$ cat config.mk
export PLATFORM = sky130hd
export DESIGN_NAME = gate_sweep_ctrl
export DESIGN_NICKNAME = d
export VERILOG_FILES = /design/src/rtl/gate_sweep_ctrl.sv
export SDC_FILE = /design/constraint.sdc
export NUM_CORES = 1
export LEC_CHECK = 0
export CORE_UTILIZATION = 35
export CTS_CLUSTER_DIAMETER = 100
export DETAILED_ROUTE_END_ITERATION = 12
export SKIP_CTS_REPAIR_TIMING = 1
export SYNTH_ARGS = -nofsm -noshare
export SYNTH_HDL_FRONTEND = slang
export SYNTH_SLANG_ARGS = --single-unit
$ cat constraint.sdc
create_clock -name clk -period 1.37 [get_ports clk]
set_clock_uncertainty 0.15 [all_clocks]
set_input_delay 0.411 -clock clk [delete_from_list [all_inputs] [get_ports clk]]
set_output_delay 0.411 -clock clk [all_outputs]
set_load 0.1 [all_outputs]
$ cat src/rtl/gate_sweep_ctrl.sv
// gate_sweep_ctrl: truth-table sweeper for one 2-input gate.
// Steps {A,B} through 00,01,10,11. Each vector is held for SETTLE cycles,
// then Y is sampled. The 4-bit table is compared against EXPECTED.
module gate_sweep_ctrl #(
  parameter int unsigned SETTLE   = 2,
  parameter logic [3:0]  EXPECTED = 4'b0111
) (
  input  logic       clk,
  input  logic       rst_n,
  input  logic       start,
  output logic       A,
  output logic       B,
  input  logic       Y,
  output logic       busy,
  output logic       done,
  output logic [3:0] table_out,
  output logic       pass
);

  // Counter only needs to reach SETTLE-1; keep at least one bit for SETTLE=1.
  localparam int unsigned CW = (SETTLE > 1) ? $clog2(SETTLE) : 1;
  localparam logic [CW-1:0] CNT_LAST = CW'(SETTLE - 1);

  typedef enum logic {
    S_IDLE,
    S_RUN
  } state_t;

  state_t        r_state, w_state;
  logic [1:0]    r_idx, w_idx;
  logic [CW-1:0] r_cnt, w_cnt;
  logic [3:0]    r_shadow, w_shadow;
  logic [3:0]    r_table, w_table;
  logic          r_pass, w_pass;
  logic          r_busy, w_busy;
  logic          r_done, w_done;

  // State and datapath registers; reset clears everything, including the last result.
  always_ff @(posedge clk or negedge rst_n) begin
    if (!rst_n) begin
      r_state  <= S_IDLE;
      r_idx    <= '0;
      r_cnt    <= '0;
      r_shadow <= '0;
      r_table  <= '0;
      r_pass   <= 1'b0;
      r_busy   <= 1'b0;
      r_done   <= 1'b0;
    end else begin
      r_state  <= w_state;
      r_idx    <= w_idx;
      r_cnt    <= w_cnt;
      r_shadow <= w_shadow;
      r_table  <= w_table;
      r_pass   <= w_pass;
      r_busy   <= w_busy;
      r_done   <= w_done;
    end
  end

  // Next-state logic: launch on start, sample every SETTLE cycles, publish after the 4th sample.
  always_comb begin
    w_state  = r_state;
    w_idx    = r_idx;
    w_cnt    = r_cnt;
    w_shadow = r_shadow;
    w_table  = r_table;
    w_pass   = r_pass;
    w_busy   = r_busy;
    w_done   = 1'b0;
    case (r_state)
      S_IDLE: begin
        if (start) begin
          w_state  = S_RUN;
          w_idx    = '0;
          w_cnt    = '0;
          w_shadow = '0;
          w_busy   = 1'b1;
        end
      end
      S_RUN: begin
        if (r_cnt == CNT_LAST) begin
          w_cnt           = '0;
          w_shadow[r_idx] = Y;
          // idx wraps 3->0, which also returns A/B to 00 for IDLE.
          w_idx           = r_idx + 2'd1;
          if (r_idx == 2'd3) begin
            w_table = w_shadow;
            w_pass  = (w_shadow == EXPECTED);
            w_done  = 1'b1;
            w_busy  = 1'b0;
            w_state = S_IDLE;
          end
        end else begin
          w_cnt = r_cnt + 1'b1;
        end
      end
      default: w_state = S_IDLE;
    endcase
  end

  // A/B come directly from the index flops; idx is always 0 while idle.
  assign A         = r_idx[1];
  assign B         = r_idx[0];
  assign busy      = r_busy;
  assign done      = r_done;
  assign table_out = r_table;
  assign pass      = r_pass;

endmodule

-- Word level (Yosys, flattened, before mapping)
Cells that the tools add are included.
- output and inout port bits: 9
- register bits after elaboration: 15
- input port bits: 4
- word-level logic and storage cells: 45
- order comparisons: 2
- add/sub/neg operators: 2
- bitwise operators: 1
- equal/unequal tests: 5
- reductions and logical operators: 4
- multiplexer cells: 23
- operator list (cell ; count):
    1-bit 2-to-1 mux ; 12
    4-bit 2-to-1 mux ; 2
    4-bit one-hot mux with 2 select lines ; 1
    1-bit one-hot mux with 2 select lines ; 3
    3-bit AND reduction ; 2
    4-bit bitwise mux ; 1
    4-bit by 3-bit equality test with 1-bit output, second input constant ; 1
    2-bit 2-to-1 mux ; 2
    2-bit by 1-bit inequality test with 1-bit output, second input constant ; 2
    2-bit one-hot mux with 2 select lines ; 1
    2-bit by 3-bit less-than comparator with 1-bit output, second input constant ; 1
    2-bit by 1-bit adder with 2-bit output, second input constant ; 1
    1-bit demux with 2-bit select ; 1
    2-bit equality test, second input constant ; 1
    2-bit by 1-bit >= comparator with 1-bit output, second input constant ; 1
    2-bit inequality test, second input constant ; 1
    2-bit AND reduction ; 1
    1-bit adder, second input constant ; 1
    1-bit logical AND ; 1
    1-bit NOT ; 1

-- Depth between registers and ports, before layout
- depth in word-level cells: 7
- depth in mapped cells: 5
- gate-level depth less buffers: 5

-- Worst setup path before layout
No wires, ideal clock.
- kind: register to register
- start point: register r_idx[0]
- end point: register r_shadow[2]
- stages on the path, launching flop included: 6
- path buffers: 0
- arrival time: 1942 ps
- clock period less this slack: 2213 ps
- setup slack: -843 ps
- required time: 1099 ps
- library setup time: 121 ps
- path through: dfrtp_1 -> inv_1 -> ha_1 -> nand2_1 -> mux2_4 -> a22o_1
- cells in the longest elaborated chain, start to end: 7
- elaborated cells on any way between the ends: 8
- those cells by class: order compare: 2; mux: 5; reduce/logical: 1
- ends and longest elaborated chain (item ; RTL line ; source):
    from (decl) ; 30 ; logic [1:0] r_idx, w_idx;
    from (signal assigned) ; 51 ; r_idx <= w_idx;
    2-bit by 3-bit less-than comparator with 1-bit output (not written as such) or 2-bit by 1-bit >= comparator with 1-bit output (tied branches) ; 84 ; w_shadow[r_idx] = Y;
    1-bit logical AND (not written as such) ; 84 ;
    1-bit 2-to-1 mux (not written as such) ; 84 ;
    1-bit demux with 2-bit select (*) ; 84 ;
    4-bit bitwise mux (*) ; 84 ;
    4-bit 2-to-1 mux (*) ; 82 ; if (r_cnt == CNT_LAST) begin
    4-bit one-hot mux with 2 select lines (*) ; 71 ; case (r_state)
    to (signal assigned) ; 53 ; r_shadow <= w_shadow;
    to (decl) ; 32 ; logic [3:0] r_shadow, w_shadow;
Mark *: on every way between the ends. The rest lies on a longest branch, timed or not. The select of a mux whose other input is x is not followed.
A chain may end at the register's enable or synchronous reset.

-- Worst setup path in the final report
- start point: register r_idx[0]
- end point: output B
- RTL lines (item ; RTL line ; source):
    to (decl) ; 12 ; output logic B,
No word-level cell between the ends.

==> flow_summary.ini <==
[final_layout]
sequential_cell_area_um2 = 367
drive_gt1_frac = 0.608
nFillCells = 151
multiInputGateArea_um2 = 398
fin_nets = 107
finish.cell_count_without_fillers = 122
finish.utilization = 0.681
syn2layout_area_growth_pct = 73.6
diodes = 0

[synthesis]
synth_cell_type_count = 23
synth_largest_type_area_fraction = 0.496
yosys.area_share.adder = 0.0885
netlist_top_cells_area = dfrtp_1 (50%), ha_1 (8.8%), o21ai_0 (5.0%)
syn_nets = 73
synth_cells = 64
synth_edf_count = 0
async_reset_ff_frac = 1.00
combinational_family_with_the_most_area_after_synthesis = simple AND/OR/NAND/NOR gates
synth.cell_area_um2 = 707
synth-seq-area-share = 0.496
synth_flop_cell = dfrtp_1
yosys_register_bits = 14
synthTopCellsByCount = dfrtp_1 (14), nand2_1 (9), o21ai_0 (7)
synth_top_cell_by_area = dfrtp_1
synth_compound_area_frac = 0.120
synthesis.yosys.warnings = 0
muxShareOfSynthArea = 0.0885
synthMostInstantiatedCell = dfrtp_1
synthXorXnorAreaFrac = 0.0124
synthSimpleGateAreaFrac = 0.145
postSynthAreaPerCell_um2 = 11.0

[drt]
postRouteWirelength_um = 1540
routed_wire_length_per_instance_um = 12.6
dr_total_vias = 586
drt.antenna.violating_nets = 0
drt-pass1-iter-count = 5
dr.first_iter.drc_count = 2
drc_errors = 0
vias_per_cell = 4.80

[clock_network]
ctsLongestPathBuffers = 2
clk_root_buffer_cell = clkbuf_4
tritoncts.num_buffers = 3
clk_pin_slew_ns = 0.08
worst_skew_pair.late_latency_ns = 0.28
clk_sink_count = 14
htree_num_levels = 1
clock_tree_from_tritoncts = done

[sta]
finalMaxSlewViolations = 0
fin_worst_hold_slack_ns = 0.282
report.final.setup_viol = 19
report.final.hold_viol_count = 0
fin_crit_ns = 1.64
post-route-period-util = 1.20
slew_headroom = 0.822
clock.fmax_mhz = 610
grt_setup_unrepaired = true
max_slew.worst_pin.slew_ns = 0.267
worst_slack_ns = -0.269

[min_path]
hold_path_class = in2async

[grt]
grt_max_degree = 15
grt_pass1_vias = 519
grt_util_all_layers = 0.147
globalRouteOverflowTotal = 0
antenna_found_initial = 0
first_pass_grt_wire_length_um = 2230

[setup_path]
crit_path_start_kind = register
criticalPathCategory = reg2out
required_ns = 0.81
worst-path-max-fanout = 4
cp_data_arrival_time_ns = 1.08
timing.critical_path.to_type = primary output

[status]
violated_checks = negative setup slack
status = finished with violations

[job]
drv.max_cap_violation_count = 0

[floorplanning]
die_width_um = 46.9
initial_utilization = 0.392
area_of_the_die_mm2 = 0.00220
std_cell_rows = 15
design.portCount = 13
fp.dieH_um = 46.9
design.core.area_mm2 = 0.00180

[place]
place.port_buffers = 12
detailedPlacementHpwl_um = 1090
place_inst = 113
place_congestion = 0.744
## kinds of logic (layout without fill, tap and decap cells)
kind of cell / count (synthesis) / in the layout
adder cells (fa/ha/maj): 5 / 5
AND/OR/NAND/NOR: 19 / 19
XOR/XNOR: 1 / 1
multiplexers: 5 / 5
flip-flops: 14 / 14
AO/OA/AOI/OAI: 14 / 14
buffers and inverters: 6 / 39
## routing by layer
metal	vias to the layer above	share of wire	wire length (µm)	GRT usage
met1	279	0.43	657	0.164
met2	17	0.52	796	0.272
met4	0	0.012	18	0.0514
met3	4	0.044	68	0.0346
li1	286	-	-	-
met5	-	0	0	0
## layout make-up
class                   instances  area share
inverters                       3      0.0153
flip-flops and latches         14       0.299
multi-input cells              44       0.324
clock buffers                   4      0.0214
repair buffers                 32       0.315
well taps                      25      0.0255
## worst max-delay path, stage by stage, from the launching register on
cell,delay [ns]
dfrtp_4,0.51
buf_6,0.14
buf_12,0.15
## cells in the final DEF (no fill, tap or decap), types with 3 or more instances in the layout
| cell type | count |
|---|---|
| ha_4 | 3 |
| dfrtp_1 | 5 |
| buf_6 | 7 |
| clkbuf_4 | 3 |
| nand2_1 | 7 |
| mux2_4 | 3 |
| buf_12 | 9 |
| o21ai_0 | 5 |
| buf_4 | 13 |
| clkdlybuf4s50_1 | 3 |
| dfrtp_2 | 7 |
## flip-flops by register name, indices dropped and copies added (netlist names)
register,cells
r_state,1
r_idx,2
done,1
busy,1
pass,1
table_out,4
r_cnt,1
r_shadow,3
## path summary, 6_finish.rpt
kind                           endpoint          from  cells after the start  slack (ns)
max                                   B      r_idx[0]                      2       -0.27
min                        table_out[1]         rst_n                      2        0.28
max reg2reg                 r_shadow[2]      r_idx[1]                      5       -0.21
min reg2reg                table_out[2]  table_out[2]                      2        0.37
max in group asynchronous      r_idx[0]         rst_n                      2        0.59
min in group clk           table_out[2]  table_out[2]                      2        0.37
## stage by stage
| step | setup WS [ns] | TNS [ns] | area (µm²) |
|---|---|---|---|
| floorplan | -0.270 | -1.40 | 741 |
| global placement | -0.246 | -2.17 | 1070 |
| detailed placement | -0.324 | -2.42 | 1070 |
| CTS | -0.320 | -1.80 | 1100 |
| global route | -0.301 | -2.73 | 1230 |
| finish | -0.269 | -1.98 | 1230 |
Power is not shown: default switching activity piles up to over one toggle a cycle in this logic, so the estimate is an artifact.
